$ cat src/rtl/fw_update_ctrl.sv
// Firmware-update sequencer: hunts a framed image on the UART byte
// stream and writes little-endian words into flash emulator memory.
module fw_update_ctrl #(
  parameter int          ADDR_W  = 16,
  parameter logic [23:0] TIMEOUT = 24'd120000
) (
  input  logic              clk_i,
  input  logic              rstn_i,
  input  logic              enable_i,
  input  logic              rx_valid_i,
  input  logic [7:0]        rx_data_i,
  output logic              rx_ready_o,
  output logic              mem_req_o,
  output logic              mem_we_o,
  output logic [ADDR_W-1:0] mem_addr_o,
  output logic [31:0]       mem_wdata_o,
  input  logic              mem_gnt_i,
  output logic              busy_o,
  output logic              done_o,
  output logic [2:0]        err_o,
  output logic [15:0]       words_o
);

  typedef enum logic [2:0] {
    S_IDLE, S_SYNC, S_HDR, S_DATA,
    S_WRITE, S_CHK, S_DONE, S_ERR
  } state_e;

  state_e            state_q, state_d;
  logic [1:0]        cnt_q, cnt_d;
  logic [23:0]       hdr_q, hdr_d;
  logic [ADDR_W-1:0] addr_q, addr_d;
  logic [15:0]       rem_q, rem_d;
  logic [31:0]       word_q, word_d;
  logic [7:0]        xor_q, xor_d;
  logic [23:0]       idle_q, idle_d;
  logic [15:0]       words_q, words_d;
  logic [2:0]        err_q, err_d;
  logic              done_q, done_d;
  logic              busy_q, busy_d;
  logic              req_q, req_d;

  logic        acc;
  logic        cnt_st;
  logic [15:0] h_addr;
  logic [15:0] h_len;
  logic [16:0] h_end;
  logic [16:0] h_lim;
  logic        h_hi;

  // Byte acceptance decodes the state register directly.
  always_comb begin
    rx_ready_o = 1'b0;
    if (rstn_i && enable_i) begin
      rx_ready_o = (state_q == S_IDLE) || (state_q == S_SYNC) ||
                   (state_q == S_HDR)  || (state_q == S_DATA) ||
                   (state_q == S_CHK);
    end
  end

  assign acc    = rx_valid_i & rx_ready_o;
  assign cnt_st = (state_q == S_SYNC) || (state_q == S_HDR) ||
                  (state_q == S_DATA) || (state_q == S_CHK);
  assign h_addr = hdr_q[15:0];
  assign h_len  = {rx_data_i, hdr_q[23:16]};
  assign h_end  = {1'b0, h_addr} + {1'b0, h_len};
  assign h_lim  = 17'd1 << ADDR_W;
  assign h_hi   = (32'(h_addr) >> ADDR_W) != 32'd0;

  // Next-state, datapath and registered-output decode.
  always_comb begin
    state_d = state_q;
    cnt_d   = cnt_q;
    hdr_d   = hdr_q;
    addr_d  = addr_q;
    rem_d   = rem_q;
    word_d  = word_q;
    xor_d   = xor_q;
    idle_d  = idle_q;
    words_d = words_q;
    err_d   = err_q;
    done_d  = done_q;
    if (!enable_i) begin
      state_d = S_IDLE;
      done_d  = 1'b0;
      err_d   = 3'd0;
      words_d = 16'd0;
    end else begin
      unique case (state_q)
        S_IDLE: begin
          if (acc && rx_data_i == 8'hAA) state_d = S_SYNC;
        end
        S_SYNC: begin
          if (acc) begin
            if (rx_data_i == 8'h55) begin
              state_d = S_HDR;
              xor_d   = 8'd0;
              words_d = 16'd0;
              cnt_d   = 2'd0;
            end else if (rx_data_i != 8'hAA) begin
              state_d = S_IDLE;
            end
          end
        end
        S_HDR: begin
          if (acc) begin
            xor_d = xor_q ^ rx_data_i;
            hdr_d = {rx_data_i, hdr_q[23:8]};
            cnt_d = cnt_q + 2'd1;
            if (cnt_q == 2'd3) begin
              if (h_len == 16'd0) begin
                state_d = S_ERR;
                err_d   = 3'd1;
              end else if (h_hi || h_end > h_lim) begin
                state_d = S_ERR;
                err_d   = 3'd2;
              end else begin
                state_d = S_DATA;
                addr_d  = h_addr[ADDR_W-1:0];
                rem_d   = h_len;
              end
            end
          end
        end
        S_DATA: begin
          if (acc) begin
            xor_d  = xor_q ^ rx_data_i;
            word_d = {rx_data_i, word_q[31:8]};
            cnt_d  = cnt_q + 2'd1;
            if (cnt_q == 2'd3) state_d = S_WRITE;
          end
        end
        S_WRITE: begin
          if (mem_gnt_i) begin
            addr_d  = addr_q + ADDR_W'(1);
            rem_d   = rem_q - 16'd1;
            words_d = words_q + 16'd1;
            state_d = (rem_q == 16'd1) ? S_CHK : S_DATA;
          end
        end
        S_CHK: begin
          if (acc) begin
            if (rx_data_i == xor_q) begin
              state_d = S_DONE;
              done_d  = 1'b1;
            end else begin
              state_d = S_ERR;
              err_d   = 3'd3;
            end
          end
        end
        S_DONE: ;
        S_ERR: ;
      endcase
      if (cnt_st && !acc && idle_q == TIMEOUT - 24'd1) begin
        state_d = S_ERR;
        err_d   = 3'd4;
      end
    end
    if (state_d != state_q || acc) idle_d = 24'd0;
    else if (cnt_st) idle_d = idle_q + 24'd1;
    req_d  = (state_d == S_WRITE);
    busy_d = (state_d == S_SYNC) || (state_d == S_HDR) ||
             (state_d == S_DATA) || (state_d == S_WRITE) ||
             (state_d == S_CHK);
  end

  // State and output registers with synchronous reset.
  always_ff @(posedge clk_i) begin
    if (!rstn_i) begin
      state_q <= S_IDLE;
      cnt_q   <= 2'd0;
      hdr_q   <= 24'd0;
      addr_q  <= '0;
      rem_q   <= 16'd0;
      word_q  <= 32'd0;
      xor_q   <= 8'd0;
      idle_q  <= 24'd0;
      words_q <= 16'd0;
      err_q   <= 3'd0;
      done_q  <= 1'b0;
      busy_q  <= 1'b0;
      req_q   <= 1'b0;
    end else begin
      state_q <= state_d;
      cnt_q   <= cnt_d;
      hdr_q   <= hdr_d;
      addr_q  <= addr_d;
      rem_q   <= rem_d;
      word_q  <= word_d;
      xor_q   <= xor_d;
      idle_q  <= idle_d;
      words_q <= words_d;
      err_q   <= err_d;
      done_q  <= done_d;
      busy_q  <= busy_d;
      req_q   <= req_d;
    end
  end

  assign mem_req_o   = req_q;
  assign mem_we_o    = req_q;
  assign mem_addr_o  = addr_q;
  assign mem_wdata_o = word_q;
  assign busy_o      = busy_q;
  assign done_o      = done_q;
  assign err_o       = err_q;
  assign words_o     = words_q;

endmodule

$ cat config.mk
export PLATFORM = sky130hd
export DESIGN_NAME = fw_update_ctrl
export DESIGN_NICKNAME = d
export VERILOG_FILES = /design/src/rtl/fw_update_ctrl.sv
export SDC_FILE = /design/constraint.sdc
export NUM_CORES = 1
export LEC_CHECK = 0
export ABC_AREA = 1
export CAP_MARGIN = 20
export CORE_MARGIN = 3
export CORE_UTILIZATION = 62
export CTS_BUF_LIST = sky130_fd_sc_hd__clkbuf_16
export DETAILED_ROUTE_END_ITERATION = 8
export GPL_TIMING_DRIVEN = 0
export PLACE_DENSITY = 0.86
export SYNTH_ARGS = -nofsm -noshare
export SYNTH_HDL_FRONTEND = slang
export SYNTH_SLANG_ARGS = --single-unit
$ cat constraint.sdc
create_clock -name clk_i -period 4.4 [get_ports clk_i]
set_clock_uncertainty 0.15 [all_clocks]
set_input_delay 0.44 -clock clk_i [delete_from_list [all_inputs] [get_ports clk_i]]
set_output_delay 0.44 -clock clk_i [all_outputs]
set_load 0.03 [all_outputs]
==> results.py <==
metrics = {
    "grt": {
        "antenna_found_initial": 0,
        "grt_pass1_vias": 7765,
        "grt_pass1_wl_mm": 36.7,
        "grt_usage": 0.312,
        "gr-total-overflow": 0,
        "grt_max_degree": 17,
    },
    "logic_synthesis": {
        "async_reset_ff_frac": 0,
        "synth-compound-area-share": 0.157,
        "synth_edf_count": 0,
        "synth_top_family_by_area": "simple AND/OR/NAND/NOR gates",
        "postSynthAreaPerCell_um2": 6.82,
        "ys_dominant_reg_cell": "dfxtp_1",
        "synth_simple_gate_area_frac": 0.306,
        "synth_mux_area_frac": 0.00125,
        "synth_nets": 1210,
        "synth-seq-cells": 147,
        "synthAdderAreaFrac": 0.0369,
        "ys_warn_count": 0,
        "ys_seq_area_frac": 0.368,
        "ys_types": 50,
        "synth_xor_area_frac": 0.0492,
        "synth_area_um2": 8010,
        "synth_cells": 1174,
    },
    "worst_setup_path": {
        "cpMaxStageDelayCell": "clkdlybuf4s50_1",
        "critPathRequiredTime_ns": 4.51,
        "critPathBufInv": 3,
        "reg2reg_depth": 19,
        "r2r-start": "hdr_q[16]",
        "path_class": "input port to flip-flop",
        "reg2reg_to": "mem_addr_o[12]",
        "cpPeakStageDelay_ns": 0.80,
        "crit_family": "buffers and inverters",
        "path_max_fanout": 10,
        "cp_data_arrival_time_ns": 3.90,
        "crit_path_frequent_cell": "nand2_1",
        "endpoint_kind": "flip-flop",
        "startpoint_type": "input port",
        "r2r_slack_ns": 0.86,
        "path_cells": "clkdlybuf4s50_1 -> ha_1 -> nand2_1 -> inv_1 -> a21oi_1 -> nor2_1 -> nor2_1 -> nand2_1 -> nand2_1 -> nand2_1 -> nand2_1 -> nor2_1 -> nand2_1 -> nand2_1 -> nand2_1 -> nand2_1 -> nand2_1 -> clkbuf_1 -> a211oi_1",
    },
    "floorplan": {
        "dieWidth_um": 120,
        "die_h_um": 120,
        "pin_count": 85,
        "row_count": 40,
        "start_util": 0.650,
        "core-area_um2": 12300,
        "fp.dieArea_um2": 14300,
    },
    "final_layout": {
        "multi_input_area_um2": 4410,
        "nNetsFinal": 1312,
        "fillers": 958,
        "flow.area_growth_from_synthesis_pct": 21.0,
        "seq_area_um2": 2940,
        "post_route_cells_drive_above_1_share": 0.0605,
        "finish.utilization": 0.787,
        "antenna_cells": 0,
    },
    "clock_tree": {
        "cts_resized": 0,
        "cts_tree": "built",
        "clock-sinks": 147,
        "clockBufferDepth": 2,
        "clockRootBuffer": "clkbuf_16",
        "htreeDepth": 4,
        "postCtsSetupBuffers": 0,
        "hold_buffers": 0,
        "cts_buffers": 17,
        "clk_latency_ns": 0.42,
        "clkTransAtPathRegs_ns": 0.06,
    },
    "route": {
        "dr_wl_met2_mm": 9.74,
        "num_vias": 8324,
        "top_layer_used": "met4",
        "dr.pass1.iters": 8,
        "drt-initial-drc-count": 847,
        "routedWlPerCell_um": 15.3,
        "ant_nets": 0,
        "drc": 0,
        "dr_wl_met3_mm": 2.17,
        "wl_met1_mm": 9.76,
        "routed_via_density": 5.71,
        "routed_wl_mm": 22.2,
    },
    "min_path": {
        "hp-start": "enable_i",
        "holdPathEnd": "state_q[1]",
        "hold_class": "input port to flip-flop",
        "hold_depth": 3,
    },
    "timing": {
        "drv_slew": 0,
        "rsz0062_at_grt": "false",
        "setup_viol": 0,
        "tightest_slew_ns": 0.721,
        "setup_tns_ns": 0,
        "period_needed_ns": 3.79,
        "finalHoldViolCount": 0,
        "relSlewSlack": 0.517,
        "post-route-period-util": 0.861,
        "fmax_mhz": 264,
    },
    "placement": {
        "portBuffers": 83,
        "hpwl_mm": 15.8,
        "place_congestion": 0.916,
    },
    "status": {
        "status": "finished clean",
    },
    "run": {
        "cap_violations": 0,
    },
    "power_and_ir_drop": {
        "power.leakage_nw": 4.02,
        "peakVddDrop_v": 0.000276,
        "power.density_nw_per_um2": 313,
    },
}
[cell type report]
| cell class | instances | area share |
|---|---|---|
| sequential | 147 | 0.304 |
| inverter | 128 | 0.0496 |
| multi-input combinational | 859 | 0.455 |
| buffer | 40 | 0.0181 |
| clock buffer | 17 | 0.0439 |
| tap | 168 | 0.0217 |
| timing repair buffer | 83 | 0.0857 |
| clock inverter | 15 | 0.0222 |
[report_power, final]
part	total, mW	internal, mW	leakage, nW	switching [mW]
sequential	1.33	1.33	1.18	0.00157
clock	1.57	1.00	0.304	0.574
combinational	0.125	0.0394	2.53	0.0854
[synthesized netlist by cell type, drive strengths merged, types with 2 or more instances]
cell	n	area, um^2
o21a	3	22.5
o21ai	103	515
nand3	56	285
nor4	7	43.8
a211oi	10	75.1
nand3b	9	67.6
or2	3	18.8
nand2	241	915
o31ai	2	15.0
nand4	17	106
o211ai	2	15.0
o2111ai	6	52.6
o21bai	3	22.5
dfxtp	147	2940
xor2	34	298
or3	4	25.0
o22ai	2	12.5
nor3b	4	30.0
xnor2	11	96.3
a31oi	5	31.3
nor2	192	781
nor3	25	135
inv	127	477
and3	3	18.8
buf	7	51.3
clkbuf	33	124
a21oi	83	438
ha	22	275
and2	3	18.8
[per-stage QoR]
stage	hold slack, ns	worst slack, ns	cells	cell area [um^2]	power (mW)
2_1_floorplan	0.298	1.65	1174	8010	1.44
3_3_place_gp	0.305	0.385	1425	9050	1.48
3_5_place_dp	0.308	0.326	1425	9050	1.48
4_1_cts	0.198	0.799	1457	9690	3.04
5_1_grt	0.213	0.338	1457	9690	3.11
6_report	0.207	0.614	1457	9690	3.03
[logic make-up after synthesis]
logic type | Yosys count
simple gates | 565
compound gates | 225
buf+inv | 168
flops | 147
xor+xnor | 45
fa+ha+maj | 23
mux | 1
[placed cells by master (no fill, tap or decap), types with 3 or more instances in the layout]
master           instances
nand2_1                239
nor2_1                 168
dfxtp_1                147
inv_1                  122
o21ai_0                102
clkdlybuf4s50_1         83
a21oi_1                 81
nand3_1                 55
xor2_1                  34
clkbuf_1                33
nor2_2                  24
nor3_1                  23
ha_1                    22
nand4_1                 17
clkbuf_16               17
xnor2_1                 11
a211oi_1                10
nand3b_1                 9
nor4_1                   7
inv_2                    6
o2111ai_1                6
a31oi_1                  5
bufinv_16                5
nor3b_1                  4
or3_1                    4
clkinvlp_4               4
and2_1                   3
or2_2                    3
o21bai_1                 3
and3_1                   3
o21a_1                   3
[per-layer routing]
layer / GRT usage / vias to the layer above
met1: 0.413 / 3812
met2: 0.487 / 407
met4: 0.112 / 0
met3: 0.0924 / 56
li1: - / 4049
met5: 0 / -
[worst max-delay path by stage]
stage                       startpoint              to  cells after the start
after CTS                 rx_data_i[2]  mem_addr_o[12]                     19
after floorplan              hdr_q[16]      idle_q[21]                     20
after detailed placement  rx_data_i[0]       rem_q[13]                     15
after global placement    rx_data_i[0]       rem_q[13]                     15
after global routing      rx_data_i[2]   mem_addr_o[5]                     20
final                     rx_data_i[2]  mem_addr_o[12]                     19
[tightest hold or removal path, cell delays in order]
cell and delay [ns]:
buf_2 0.15, nand2_1 0.09, nor2_1 0.05
[sequential cells by signal (all words and copies together), names as in the netlist, 2 cells and up]
name and cells:
mem_wdata_o 32, hdr_q 24, idle_q 24, mem_addr_o 16
rem_q 16, words_o 16, xor_q 8, err_o 3
state_q 3, cnt_q 2
Power figures use the tool's default switching activity.
